`config.mk`:
```
export PLATFORM = sky130hd
export DESIGN_NAME = mem_arbiter_ctrl
export DESIGN_NICKNAME = d
export VERILOG_FILES = /design/src/rtl/mem_arbiter_ctrl_pkg.sv /design/src/rtl/mem_arbiter_ctrl_pick.sv /design/src/rtl/mem_arbiter_ctrl.sv
export SDC_FILE = /design/constraint.sdc
export NUM_CORES = 1
export LEC_CHECK = 0
export BUFFER_PORTS_ARGS = -buffer_cell sky130_fd_sc_hd__buf_4
export CORE_MARGIN = 4
export CORE_UTILIZATION = 40
export CTS_CLUSTER_DIAMETER = 30
export CTS_CLUSTER_SIZE = 10
export DETAILED_ROUTE_END_ITERATION = 10
export PLACE_DENSITY = 0.65
export SETUP_SLACK_MARGIN = 0.5
export SLEW_MARGIN = 20
export SYNTH_ARGS = -nofsm -noshare
export SYNTH_HDL_FRONTEND = slang
export SYNTH_SLANG_ARGS = --single-unit
export TNS_END_PERCENT = 100
```
`constraint.sdc`:
```
create_clock -name clk -period 2.3 [get_ports clk]
set_input_delay 0.345 -clock clk [delete_from_list [all_inputs] [get_ports clk]]
set_output_delay 0.345 -clock clk [all_outputs]
set_load 0.01 [all_outputs]
```
`src/rtl/mem_arbiter_ctrl_pkg.sv`:
```
// mem_arbiter_ctrl_pkg: FSM states, IO region default and a width helper
// shared by the memory arbiter/controller files.
package mem_arbiter_ctrl_pkg;

   typedef enum logic [1:0] {
      ST_IDLE  = 2'd0,
      ST_READ  = 2'd1,
      ST_WRITE = 2'd2,
      ST_DONE  = 2'd3
   } state_e;

   localparam logic [1:0] IO_SEL_DEF = 2'b11;

   // index/count width that never collapses to zero bits
   function automatic int clog2_min1(input int n);
      return (n <= 2) ? 1 : $clog2(n);
   endfunction

endpackage

```
`src/rtl/mem_arbiter_ctrl_pick.sv`:
```
// mem_arbiter_ctrl_pick: combinational request picker.
// Ports: clk/rst (pointer reg only), req in, take (grant accepted) in,
//   any/gnt (one-hot)/idx out.
// Default: fixed priority, port 0 highest. With MEMCTRL_RR_ARB_EN defined:
//   round-robin search starting at a pointer that moves to winner+1 on take.
module mem_arbiter_ctrl_pick
   import mem_arbiter_ctrl_pkg::*;
#(
   parameter int N_PORTS = 2,
   parameter int IDX_W   = 1
)(
   input  logic               clk,
   input  logic               rst,
   input  logic [N_PORTS-1:0] req,
   input  logic               take,
   output logic               any,
   output logic [N_PORTS-1:0] gnt,
   output logic [IDX_W-1:0]   idx
);

`ifdef MEMCTRL_RR_ARB_EN
   logic [IDX_W-1:0] ptr_q, ptr_d;

   always_comb begin
      any = 1'b0;
      gnt = '0;
      idx = '0;
      for (int k = 0; k < N_PORTS; k++) begin
         if (!any && req[(int'(ptr_q) + k) % N_PORTS]) begin
            any = 1'b1;
            idx = IDX_W'((int'(ptr_q) + k) % N_PORTS);
            gnt[(int'(ptr_q) + k) % N_PORTS] = 1'b1;
         end
      end
      ptr_d = ptr_q;
      if (take) begin
         ptr_d = IDX_W'((int'(idx) + 1) % N_PORTS);
      end
   end

   always_ff @(posedge clk) begin
      if (rst) begin
         ptr_q <= '0;
      end else begin
         ptr_q <= ptr_d;
      end
   end
`else
   logic unused_rr;
   assign unused_rr = ^{clk, rst, take};

   always_comb begin
      any = 1'b0;
      gnt = '0;
      idx = '0;
      for (int k = 0; k < N_PORTS; k++) begin
         if (!any && req[k]) begin
            any    = 1'b1;
            idx    = IDX_W'(k);
            gnt[k] = 1'b1;
         end
      end
   end
`endif

endmodule

```
`src/rtl/mem_arbiter_ctrl.sv`:
```
// mem_arbiter_ctrl: N-port arbiter serialising loads/stores into byte beats
// on a byte-wide synchronous RAM/IO bus; little-endian read gather.
// Ports: clk, rst (sync, high), rdy (freeze), io_buffer_full (IO store stall),
//   mem_din/mem_dout/mem_a/mem_wr (byte bus), req/we/addr/len/wdata (per port),
//   done (one-hot pulse), rdata (last load, held).
// Option: MEMCTRL_RR_ARB_EN selects round-robin arbitration (in the picker).
module mem_arbiter_ctrl
   import mem_arbiter_ctrl_pkg::*;
#(
   parameter int         N_PORTS   = 2,
   parameter int         ADDR_W    = 32,
   parameter int         MAX_BYTES = 4,
   parameter logic [1:0] IO_SEL    = IO_SEL_DEF,
   localparam int        LEN_W     = clog2_min1(MAX_BYTES),
   localparam int        IDX_W     = clog2_min1(N_PORTS),
   localparam int        DW        = MAX_BYTES * 8
)(
   input  logic                       clk,
   input  logic                       rst,
   input  logic                       rdy,
   input  logic                       io_buffer_full,
   input  logic [7:0]                 mem_din,
   output logic [7:0]                 mem_dout,
   output logic [ADDR_W-1:0]          mem_a,
   output logic                       mem_wr,
   input  logic [N_PORTS-1:0]         req,
   input  logic [N_PORTS-1:0]         we,
   input  logic [N_PORTS*ADDR_W-1:0]  addr,
   input  logic [N_PORTS*LEN_W-1:0]   len,
   input  logic [N_PORTS*DW-1:0]      wdata,
   output logic [N_PORTS-1:0]         done,
   output logic [DW-1:0]              rdata
);

   state_e              state_q, state_d;
   logic [LEN_W-1:0]    cnt_q, cnt_d;
   logic [LEN_W-1:0]    len_q, len_d;
   logic [IDX_W-1:0]    gidx_q, gidx_d;
   logic [DW-1:0]       wdata_q, wdata_d;
   logic [ADDR_W-1:0]   mem_a_q, mem_a_d;
   logic [7:0]          mem_dout_q, mem_dout_d;
   logic                mem_wr_q, mem_wr_d;
   logic [N_PORTS-1:0]  done_q, done_d;
   logic [DW-1:0]       rdata_q, rdata_d;
   logic [DW-1:0]       buf_q, buf_d;
   logic                cap_q, cap_d;
   logic [LEN_W-1:0]    cap_idx_q, cap_idx_d;
   logic                last_q, last_d;

   logic                pick_any;
   logic [N_PORTS-1:0]  pick_gnt;
   logic [IDX_W-1:0]    pick_idx;
   logic                take;
   logic                io_stall;

   mem_arbiter_ctrl_pick #(
      .N_PORTS (N_PORTS),
      .IDX_W   (IDX_W)
   ) u_pick (
      .clk  (clk),
      .rst  (rst),
      .req  (req),
      .take (take),
      .any  (pick_any),
      .gnt  (pick_gnt),
      .idx  (pick_idx)
   );

   // Stores into the IO window wait while the UART buffer is full.
   assign io_stall = io_buffer_full && (mem_a_q[17:16] == IO_SEL);

   assign mem_a    = mem_a_q;
   assign mem_dout = mem_dout_q;
   assign mem_wr   = mem_wr_q & rdy & ~io_stall;
   assign done     = done_q & {N_PORTS{rdy}};
   assign rdata    = rdata_q;

   always_comb begin
      state_d    = state_q;
      cnt_d      = cnt_q;
      len_d      = len_q;
      gidx_d     = gidx_q;
      wdata_d    = wdata_q;
      mem_a_d    = mem_a_q;
      mem_dout_d = mem_dout_q;
      mem_wr_d   = mem_wr_q;
      done_d     = done_q;
      rdata_d    = rdata_q;
      buf_d      = buf_q;
      cap_d      = 1'b0;
      cap_idx_d  = cap_idx_q;
      last_d     = last_q;
      take       = 1'b0;

      // RAM data lags its address by one cycle; land it even when frozen.
      if (cap_q) begin
         buf_d[8*int'(cap_idx_q) +: 8] = mem_din;
      end

      if (rdy) begin
         unique case (state_q)
            ST_IDLE: begin
               if (pick_any) begin
                  take       = 1'b1;
                  gidx_d     = pick_idx;
                  len_d      = len[int'(pick_idx)*LEN_W +: LEN_W];
                  wdata_d    = wdata[int'(pick_idx)*DW +: DW];
                  mem_a_d    = addr[int'(pick_idx)*ADDR_W +: ADDR_W];
                  cnt_d      = '0;
                  last_d     = 1'b0;
                  buf_d      = '0;
                  if (we[pick_idx]) begin
                     state_d    = ST_WRITE;
                     mem_wr_d   = 1'b1;
                     mem_dout_d = wdata[int'(pick_idx)*DW +: 8];
                  end else begin
                     state_d  = ST_READ;
                     mem_wr_d = 1'b0;
                  end
               end
            end
            ST_WRITE: begin
               if (!io_stall) begin
                  if (cnt_q == len_q) begin
                     state_d        = ST_DONE;
                     mem_wr_d       = 1'b0;
                     done_d[gidx_q] = 1'b1;
                  end else begin
                     cnt_d      = cnt_q + LEN_W'(1);
                     mem_a_d    = mem_a_q + ADDR_W'(1);
                     mem_dout_d = wdata_q[8*(int'(cnt_q)+1) +: 8];
                  end
               end
            end
            ST_READ: begin
               if (last_q) begin
                  // final byte lands this edge via buf_d
                  state_d        = ST_DONE;
                  rdata_d        = buf_d;
                  done_d[gidx_q] = 1'b1;
               end else begin
                  cap_d     = 1'b1;
                  cap_idx_d = cnt_q;
                  if (cnt_q == len_q) begin
                     last_d = 1'b1;
                  end else begin
                     cnt_d   = cnt_q + LEN_W'(1);
                     mem_a_d = mem_a_q + ADDR_W'(1);
                  end
               end
            end
            ST_DONE: begin
               state_d = ST_IDLE;
               done_d  = '0;
            end
         endcase
      end
   end

   always_ff @(posedge clk) begin
      if (rst) begin
         state_q    <= ST_IDLE;
         cnt_q      <= '0;
         len_q      <= '0;
         gidx_q     <= '0;
         wdata_q    <= '0;
         mem_a_q    <= '0;
         mem_dout_q <= '0;
         mem_wr_q   <= 1'b0;
         done_q     <= '0;
         rdata_q    <= '0;
         buf_q      <= '0;
         cap_q      <= 1'b0;
         cap_idx_q  <= '0;
         last_q     <= 1'b0;
      end else begin
         state_q    <= state_d;
         cnt_q      <= cnt_d;
         len_q      <= len_d;
         gidx_q     <= gidx_d;
         wdata_q    <= wdata_d;
         mem_a_q    <= mem_a_d;
         mem_dout_q <= mem_dout_d;
         mem_wr_q   <= mem_wr_d;
         done_q     <= done_d;
         rdata_q    <= rdata_d;
         buf_q      <= buf_d;
         cap_q      <= cap_d;
         cap_idx_q  <= cap_idx_d;
         last_q     <= last_d;
      end
   end

endmodule

```
==> results.toml <==
[setup_path]
r2r_slack_ns = 0.42
r2r_start = "mem_a[10]"
worstPathMaxFanout = 7
cp-start-kind = "flip-flop"
reg2reg_to = "mem_a[25]"
critPathArrivalTime_ns = 2.23
critPathRequiredTime_ns = 2.64
cp-end-kind = "flip-flop"
crit_type = "reg -> reg"
reg2reg_depth = 5

[clocking]
cts_hold_buf = 0
clk_latency_ns = 0.43
clockRootBuffer = "clkbuf_16"
tritoncts = "yes"
clkSlewWorstSetupHoldPaths_ns = 0.06
cts_sinks = 142
cts_buffers = 17
h-tree-depth = 4
cts_buffer_depth = 2

[pwr]
switching_share = 0.333
p_switching_mw = 2.76
power_mw = 8.31
p_leak_nw = 4.23
power_density_nw_per_um2 = 793
irDropWorstVdd_uv = 803
p_int_mw = 5.54
seqPwrFrac = 0.358
p_clk_frac = 0.333
power_frac_comb = 0.309

[detailed_routing]
viasPerCell = 5.51
dr.pass1.iters = 5
drt_wl_total_um = 23600
drc_errors = 0
wire_per_inst_um = 17.2
drtIter0Drc = 438
antenna_left = 0
routed-via-count = 7568

[die]
num_rows = 48
fp.dieW_um = 141
fp.dieH_um = 141
core-area_um2 = 17400
initial_core_util = 0.408
io_pins = 223
dieArea_um2 = 19900

[yosys]
syn_area_um2 = 7080
ys_types = 67
post-synth-top-area-cell = "dfxtp_1"
yosys_warnings = 0
synth_seq_area_share = 0.401
syn_area_per_cell_um2 = 7.92
ys_seq_elements = 142
netlist.area_leader.share = 0.401
synth.area.top_cells = "dfxtp_1, nand2_1, nor2_1, a211oi_1, a21oi_1"
synthFlopType = "dfxtp_1"
synth_edf_count = 0
syn_nets = 1054
async_reset_ff_frac = 0
synthTopCellsByCount = "dfxtp_1, nand2_1, nor2_1, a21oi_1, clkbuf_1"
synth_cells = 895

[timing]
setup_viol = 0
relSlewSlack = 0.578
hold_viol = 0
max_freq_mhz = 531
fin_crit_sh = 0.818
worstMarginPinSlew_ns = 0.633
slew_violations = 0
worst_hold_slack_ns = 0.172
rsz0062_at_grt = "true"
skew_ns = 0.00709
period_needed_ns = 1.88
setup_tns_ns = 0

[cells_and_area]
regArea_um2 = 2900
multiInputGateArea_um2 = 4310
fill_cells = 1602
area_growth_syn_to_layout_pct = 48.0
drive_above_1_share = 0.372
nets = 1295
antenna_cells = 0
fin_cells = 1374

[min_path]
hold_end = "gidx_q"
min_delay_path_depth = 2
hp-start = "req[0]"
min_path_type = "in -> reg"

[global_routing]
overflow = 0
grt_antenna_before_repair = 0
grt_pass1_vias = 7149
grtUsageTotal = 0.227
grt_pass1_wl_um = 36700
grt_max_degree = 63

[placement]
io_buffers = 222
gp_congestion = 0.885
hpwlAfterDp_um = 16300
dp.cells = 1305

[job]
maxCapViolations = 0

[outcome]
status = "completed"
[cell usage in the layout, fill, tap and decap left out, types with 7 or more instances in the layout]
cell	instances
a311oi_1	27
a22oi_1	31
mux2i_1	19
and2_1	13
dfxtp_2	11
nand2_1	137
a211oi_1	47
inv_1	7
a211o_1	8
nor3_1	11
o21ai_1	11
a21oi_2	13
nand4_1	11
buf_4	269
a31oi_1	9
buf_12	8
nor2_1	131
o21ai_0	12
nand3_1	17
clkbuf_16	20
dfxtp_1	120
dfxtp_4	11
a21oi_1	51
[logic make-up after synthesis]
group | share of synthesized area
AND/OR/NAND/NOR | 0.243
multiplexers | 0.0300
AO/OA/AOI/OAI | 0.255
flip-flops | 0.401
buffers and inverters | 0.0487
XOR/XNOR | 0.00247
adder cells (fa/ha/maj) | 0.0194
[metal layers]
| layer | track usage | wire, µm | vias to the layer above |
|---|---|---|---|
| met1 | 0.300 | 10000 | 3502 |
| li1 | - | - | 3738 |
| met3 | 0.0617 | 2070 | 31 |
| met2 | 0.361 | 11000 | 297 |
| met5 | 0 | 0 | - |
| met4 | 0.0729 | 471 | 0 |
[critical path, cell delays in order (launching register included)]
cell and delay, ns:
dfxtp_4 0.37, nand3_2 0.07, or4_4 0.65, nor3_4 0.34
nand4_1 0.15, a31oi_1 0.22
[power groups by stage]
| stage | Clock (mW) | Combinational (mW) | Sequential, mW |
|---|---|---|---|
| finish | 2.76 | 2.57 | 2.97 |
| detailed placement | 0 | 2.17 | 3.01 |
| CTS | 2.80 | 2.35 | 2.96 |
| global route | 2.92 | 2.79 | 3.01 |
| global placement | 0 | 2.16 | 3.00 |
| floorplan | 0 | 1.30 | 3.02 |
[cell type report]
cell class / instances / area share
timing repair buffer: 288 / 0.224
inverter: 12 / 0.00477
clock buffer: 18 / 0.0409
tap: 225 / 0.0269
sequential: 142 / 0.276
multi-input combinational: 675 / 0.411
clock inverter: 14 / 0.0153
[timing repair]
item / in CTS / in global routing
setup endpoints to repair: 95 / 104
setup buffers: 22 / 8
cloned: 2 / 5
resized for setup: 42 / 54
pin swaps: 20 / 34
[worst max path at each step]
stage / startpoint / end / slack (ns) / depth (start not counted)
after CTS: mem_a[2] / mem_a[25] / 0.46 / 5
final: mem_a[10] / mem_a[25] / 0.42 / 5
after global routing: mem_a[10] / mem_a[25] / 0.37 / 5
after detailed placement: mem_a[0] / mem_a[28] / 0.21 / 6
after global placement: mem_a[0] / mem_a[28] / 0.26 / 6
after floorplan: state_q[0] / mem_a[18] / 0.35 / 10
[sequential cells by signal, summed over array words and instances (netlist names), 8 cells and up]
name	count
mem_a	32
wdata_q	24
mem_dout	8
rdata	32
buf_q	32
[metrics by stage]
| step | area (µm²) | util | setup slack (ns) |
|---|---|---|---|
| detailed placement | 9180 | 0.529 | 0.209 |
| global route | 10500 | 0.604 | 0.365 |
| finish | 10500 | 0.604 | 0.419 |
| global placement | 9180 | 0.529 | 0.264 |
| floorplan | 7280 | - | 0.350 |
| CTS | 10100 | 0.584 | 0.460 |
(Power assumes the default switching activity.)
